--- src/rtl/slc3_io_pkg.sv ---
// slc3_io_pkg: key FSM state encoding, default debounce length and stability counter width
package slc3_io_pkg;
  typedef enum logic [1:0] {IDLE, PRESS_WAIT, HELD, RELEASE_WAIT} key_state_t;
  localparam int DEFAULT_DEBOUNCE_CYCLES = 4;
  localparam int CNT_W = 16;
endpackage

--- src/rtl/slc3_input_conditioner_if.sv ---
// slc3_input_conditioner_if: raw keys/switches in (master drives), debounced pulses/levels and synced switches out (slave drives)
interface slc3_input_conditioner_if #(parameter int SW_WIDTH = 10);
  logic Run_key;
  logic Continue_key;
  logic [SW_WIDTH-1:0] SW_raw;
  logic Run_pulse;
  logic Continue_pulse;
  logic Run_held;
  logic Continue_held;
  logic [SW_WIDTH-1:0] SW_sync;
  modport master (
    output Run_key, Continue_key, SW_raw,
    input Run_pulse, Continue_pulse, Run_held, Continue_held, SW_sync
  );
  modport slave (
    input Run_key, Continue_key, SW_raw,
    output Run_pulse, Continue_pulse, Run_held, Continue_held, SW_sync
  );
endinterface

--- src/rtl/key_debouncer.sv ---
// key_debouncer: one active-low key -> 2-flop sync (rst_n), debounce FSM/counter (fsm_rst_n), outputs pulse (one cycle per press) and held level
module key_debouncer
  import slc3_io_pkg::*;
#(
  parameter int DEBOUNCE_CYCLES = DEFAULT_DEBOUNCE_CYCLES
) (
  input  logic clk,
  input  logic rst_n,
  input  logic fsm_rst_n,
  input  logic key,
  output logic pulse,
  output logic held
);
  logic [1:0] sync_q;
  logic pressed;
  logic done;
  logic [CNT_W-1:0] cnt;
  key_state_t state;
  always_ff @(posedge clk or negedge rst_n)
    if (!rst_n) sync_q <= 2'b11;
    else sync_q <= {sync_q[0], key};
  assign pressed = ~sync_q[1];
  assign done = cnt == CNT_W'(DEBOUNCE_CYCLES - 1);
  always_ff @(posedge clk or negedge fsm_rst_n)
    if (!fsm_rst_n) begin
      state <= IDLE;
      cnt <= '0;
      pulse <= 1'b0;
      held <= 1'b0;
    end else begin
      pulse <= state == HELD && !held;
      held <= state == HELD || state == RELEASE_WAIT;
      case (state)
        IDLE:
          if (pressed) begin
            state <= PRESS_WAIT;
            cnt <= '0;
          end
        PRESS_WAIT:
          if (!pressed) begin
            state <= IDLE;
            cnt <= '0;
          end else if (done) begin
            state <= HELD;
            cnt <= '0;
          end else cnt <= cnt + 1'b1;
        HELD:
          if (!pressed) begin
            state <= RELEASE_WAIT;
            cnt <= '0;
          end
        RELEASE_WAIT:
          if (pressed) begin
            state <= HELD;
            cnt <= '0;
          end else if (done) begin
            state <= IDLE;
            cnt <= '0;
          end else cnt <= cnt + 1'b1;
      endcase
    end
endmodule

--- src/rtl/slc3_input_conditioner.sv ---
// slc3_input_conditioner: Clk, async active-low Reset, io slave port; debounces Run/Continue keys and two-flop syncs the switches
module slc3_input_conditioner
  import slc3_io_pkg::*;
#(
  parameter int DEBOUNCE_CYCLES = DEFAULT_DEBOUNCE_CYCLES,
  parameter int SW_WIDTH = 10
) (
  input logic Clk,
  input logic Reset,
  slc3_input_conditioner_if.slave io
);
  logic [1:0] rst_q;
  logic [SW_WIDTH-1:0] sw_q;
  always_ff @(posedge Clk or negedge Reset)
    if (!Reset) rst_q <= '0;
    else rst_q <= {rst_q[0], 1'b1};
  always_ff @(posedge Clk or negedge Reset)
    if (!Reset) begin
      sw_q <= '0;
      io.SW_sync <= '0;
    end else begin
      sw_q <= io.SW_raw;
      io.SW_sync <= sw_q;
    end
  key_debouncer #(.DEBOUNCE_CYCLES(DEBOUNCE_CYCLES)) u_run (
    .clk(Clk),
    .rst_n(Reset),
    .fsm_rst_n(rst_q[1]),
    .key(io.Run_key),
    .pulse(io.Run_pulse),
    .held(io.Run_held)
  );
  key_debouncer #(.DEBOUNCE_CYCLES(DEBOUNCE_CYCLES)) u_continue (
    .clk(Clk),
    .rst_n(Reset),
    .fsm_rst_n(rst_q[1]),
    .key(io.Continue_key),
    .pulse(io.Continue_pulse),
    .held(io.Continue_held)
  );
endmodule

--- src/flat_wrapper.sv ---
// flat-port wrapper written by rule: the top's interface ports become plain ports
module slc3_input_conditioner_flat import slc3_io_pkg::*;
#(
  parameter int DEBOUNCE_CYCLES = DEFAULT_DEBOUNCE_CYCLES,
  parameter int SW_WIDTH = 10
)
  (Clk, Reset, io_Run_key, io_Continue_key, io_SW_raw, io_Run_pulse, io_Continue_pulse, io_Run_held, io_Continue_held, io_SW_sync);
  slc3_input_conditioner_if #(.SW_WIDTH(SW_WIDTH)) io_i ();
  input logic Clk;
  input logic Reset;
  input wire logic [$bits(io_i.Run_key)-1:0] io_Run_key;
  input wire logic [$bits(io_i.Continue_key)-1:0] io_Continue_key;
  input wire logic [$bits(io_i.SW_raw)-1:0] io_SW_raw;
  output wire logic [$bits(io_i.Run_pulse)-1:0] io_Run_pulse;
  output wire logic [$bits(io_i.Continue_pulse)-1:0] io_Continue_pulse;
  output wire logic [$bits(io_i.Run_held)-1:0] io_Run_held;
  output wire logic [$bits(io_i.Continue_held)-1:0] io_Continue_held;
  output wire logic [$bits(io_i.SW_sync)-1:0] io_SW_sync;
  assign io_i.Run_key = io_Run_key;
  assign io_i.Continue_key = io_Continue_key;
  assign io_i.SW_raw = io_SW_raw;
  assign io_Run_pulse = io_i.Run_pulse;
  assign io_Continue_pulse = io_i.Continue_pulse;
  assign io_Run_held = io_i.Run_held;
  assign io_Continue_held = io_i.Continue_held;
  assign io_SW_sync = io_i.SW_sync;
  slc3_input_conditioner #(.DEBOUNCE_CYCLES(DEBOUNCE_CYCLES), .SW_WIDTH(SW_WIDTH)) u_core (.Clk(Clk), .Reset(Reset), .io(io_i));
endmodule
--- config.mk ---
export PLATFORM = sky130hd
export DESIGN_NAME = slc3_input_conditioner_flat
export DESIGN_NICKNAME = d
export VERILOG_FILES = /design/src/rtl/slc3_io_pkg.sv /design/src/rtl/slc3_input_conditioner_if.sv /design/src/rtl/key_debouncer.sv /design/src/rtl/slc3_input_conditioner.sv /design/src/flat_wrapper.sv
export SDC_FILE = /design/constraint.sdc
export NUM_CORES = 1
export LEC_CHECK = 0
export CAP_MARGIN = 20
export CORE_AREA = 2 2 83 85
export DETAILED_ROUTE_END_ITERATION = 10
export DIE_AREA = 0 0 85 87
export SKIP_CTS_REPAIR_TIMING = 1
export SYNTH_ARGS = -nofsm -noshare
export SYNTH_HDL_FRONTEND = slang
export SYNTH_HIERARCHICAL = 1
export SYNTH_SLANG_ARGS = --single-unit
--- constraint.sdc ---
create_clock -name Clk -period 1.4 [get_ports Clk]
set_input_delay 0.21 -clock Clk [delete_from_list [all_inputs] [get_ports Clk]]
set_output_delay 0.21 -clock Clk [all_outputs]
set_load 0.1 [all_outputs]
==> metrics.md <==
| Metric | Value |
|---|---|
| Status | `finished, violations left` |
| Failing checks | `negative setup slack` |
| Setup crit start kind | `flop` |
| Crit path time final | `between 1500 and 2000 ps` |
| Dpl cells | `just over 400` |
| DP Area | `0.00378 sq mm` |
| Fillers | `463` |
| Initial DRC Count | `207` |
| Layout cell share with drive strength beyond 1 | `50.4%` |
| Sw power | `around 2.8 mW` |
| Gate power share | `about 45%` |
| Die area | `0.00740 sq mm` |
| Seq. cell area | `0.00166 sq mm` |
| Clock power share | `22.6%` |
| Hold Vio Cnt, Final | `0` |
| Initial antenna violation count | `0` |
| Worst IR Drop VDD | `1410 uV` |
| Syn_area_per_cell | `11.1 sq um` |
| Req. time, crit path | `1660 ps` |
| Final ANT Viol Nets | `0` |
| Type of the most critical hold path | `input pin to asynchronous set/reset pin` |
| Slew HR | `57.3%` |
| Drc violations | `0` |
| Fin Clk Skew | `7.28 ps` |
| Post-DR wirelength/cell | `approximately 16 microns` |
| Internal power | `between 4 and 5 mW` |
| Clk sinks | `66` |
| Synth top area share | `about 54%` |
| Number of global-route vias before repair | `2286` |
| Register area share after synthesis | `57.7%` |
| WHS | `227 ps` |
| Worst R2R Path Depth | `6` |
| Die W | `85 microns` |
| Unique masters post-synth | `41` |
| RSZ-0062 raised after global routing | `true` |
| Mapped Cells | `259` |
| Starting density of the core | `43.7%` |
| Clock transition at path regs | `about 70 ps` |
| Endpoints failing setup | `35` |
| Synth top area cells | `dfrtp_1 54%, a21oi_1 3.8%, dfstp_2 3.7%, nand2_1 2.6%, buf_6 2.4%` |
| Most common cell after layout, fill and taps aside | `dfrtp_1` |
| Pwr Density | `between 1500 and 2000 mW/mm^2` |
| FFs w/ async S/R, synth | `100%` |
| Mapped cell area | `0.00287 sq mm` |
| Yosys warning total | `6` |
| Setup TNS | `-6550 ps` |
| Diode count | `0` |
| Vias | `2456` |
| Worst setup path class | `flop to flop` |
| Top cell type by total area after synthesis | `dfrtp_1` |
| Clock latency at the later pin of the worst-skew pair | `340 ps` |
| Total CTS buffers | `9` |
| Grt total ovfl | `0` |
| Fin area | `0.00443 sq mm` |
| H-tree depth | `3` |
| Core Util, Final | `67.4%` |
| Synth Flop Type | `dfrtp_1` |
| # rows | `30` |
| Multi-input gate area | `0.00138 sq mm` |
| CTS Root Cell | `clkbuf_8` |
| DR pass1 iterations | `4` |
| Flop pwr share | `32.1%` |
| Fmax | `595 MHz` |
| Seq cells post-synth | `66` |
| Switch share | `38.8%` |
| All-Layer GR Usage | `18.5%` |
| Via density | `roughly 5.5` |
| Crit-path max FO | `5` |
| CTS tree | `done` |
| NumNets Final | `374` |
| Crit share post-route | `120%` |
| Worst Setup End Kind | `flop` |
| Fin worst setup slack | `-279 ps` |
| GP Congestion | `0.823` |
| Largest net degree at the start of global routing | `roughly 40` |
| Post-route insts no fill | `443` |
| Fin. max-slew vios | `0` |
| First-pass GRT wire length | `around 11000 microns` |
| Leakage | `1.92 nW` |
| Commonest non-fill, non-tap cells in the layout | `60 x dfrtp_1, 58 x buf_4, 15 x buf_12, 15 x nand2_1` |
| Core Box Area | `approximately 0.0066 sq mm` |
| Die Ht | `87 microns` |
| Max Root-Sink Buffers | `2` |
| Syn_nets | `275` |
| Max-Cap Viols | `0` |
| Final wirelength | `7250 microns` |
| IO Port Bufs | `27` |
| Actual slew at the worst max-slew pin | `640 ps` |
| Area grow syn2layout | `54.2%` |
| IO Count | `28` |
| Post-DP HPWL | `4450 microns` |
| Post-synth EDFFs | `0` |
| Data arrival, critical path | `1940 ps` |
[state kept, by name, summed over array words and instances (netlist names), named ones only]
signal / count
u_core/sw_q: 10
u_core/u_run/sync_q: 2
u_core/u_run/held: 1
u_core/io.SW_sync: 10
u_core/u_run/state: 1
u_core/u_continue/cnt: 16
u_core/u_continue/sync_q: 2
u_core/u_continue/state: 1
u_core/rst_q: 2
u_core/u_run/pulse: 1
u_core/u_continue/held: 1
u_core/u_continue/pulse: 1
u_core/u_run/cnt: 16
[Yosys cell counts (all sizes together) (6+ instances only)]
cell / number
nand2: 20
inv: 14
and4: 8
nand3: 12
a21oi: 22
nor3: 6
a22o: 6
o21ai: 18
nor4: 6
or3: 10
nand4: 6
dfrtp: 62
nor2: 8
a31oi: 10
buf: 10
[power groups by stage]
stage / Clock, mW / Sequential [mW] / Combinational (mW)
after floorplan: 0 / 2.82 / 1.20
final: 1.66 / 2.35 / 3.32
after CTS: 1.70 / 2.31 / 2.53
after detailed placement: 0 / 2.34 / 2.51
after global placement: 0 / 2.33 / 2.47
after global routing: 1.79 / 2.38 / 3.52
[path summary, 6_finish.rpt]
kind                                     start                          end  slack, ps
setup / recovery           u_core/u_run/cnt[1]          u_core/u_run/cnt[4]       -280
hold / removal                           Reset               u_core/sw_q[6]        230
setup reg to reg           u_core/u_run/cnt[1]          u_core/u_run/cnt[4]       -280
hold reg to reg                u_core/rst_q[1]     u_core/u_continue/cnt[8]        240
max in group asynchronous                Reset       u_core/u_run/sync_q[1]        890
min in group Clk               io_Continue_key  u_core/u_continue/sync_q[0]        280
[critical path, cell delays in order, from the launching register on]
cell and delay [ps]:
dfrtp_1 420, ha_4 180, nor4b_4 120, and4_4 200, or2_4 290, or3_1 330, o21ai_2 70
[stage by stage]
| step | power [mW] | worst slack, ps |
|---|---|---|
| 6_report | 7.32 | -279 |
| 5_1_grt | 7.68 | -329 |
| 4_1_cts | 6.54 | -499 |
| 3_5_place_dp | 4.85 | -483 |
| 3_3_place_gp | 4.80 | -408 |
| 2_1_floorplan | 4.02 | -312 |
[layout make-up]
type	count	share of cell area [%]
Clock buffer	11	3.42
Clock inverter	5	1.41
Inverter	14	1.19
Multi-Input combinational cell	167	31.1
Sequential cell	66	37.5
Tap cell	80	2.26
Timing Repair Buffer	100	23.1
[cell families after synthesis]
logic type                 after synthesis  synth area share (%)
AOI/OAI and AO/OA                       66                  14.7
xor gates and xnor gates                 2                 0.610
adders and majority gates                2                 0.871
buffers and inverters                   28                  5.32
DFF                                     66                  57.7
muxes                                    2                 0.697
other                                    1                 0.131
and+or+nand+nor                         92                  20.0
[per-layer routing]
layer | track usage (%) | part of all wire [%] | vias to the layer above | routed length, microns
met5 | 0 | 0 | - | 0
met4 | 8.51 | 1.4 | 0 | 105
met3 | 4.36 | 5.7 | 9 | 414
met2 | 27.7 | 50 | 88 | 3590
met1 | 25.7 | 43 | 1210 | 3140
li1 | - | - | 1149 | -
Power figures use the tool's default switching activity.
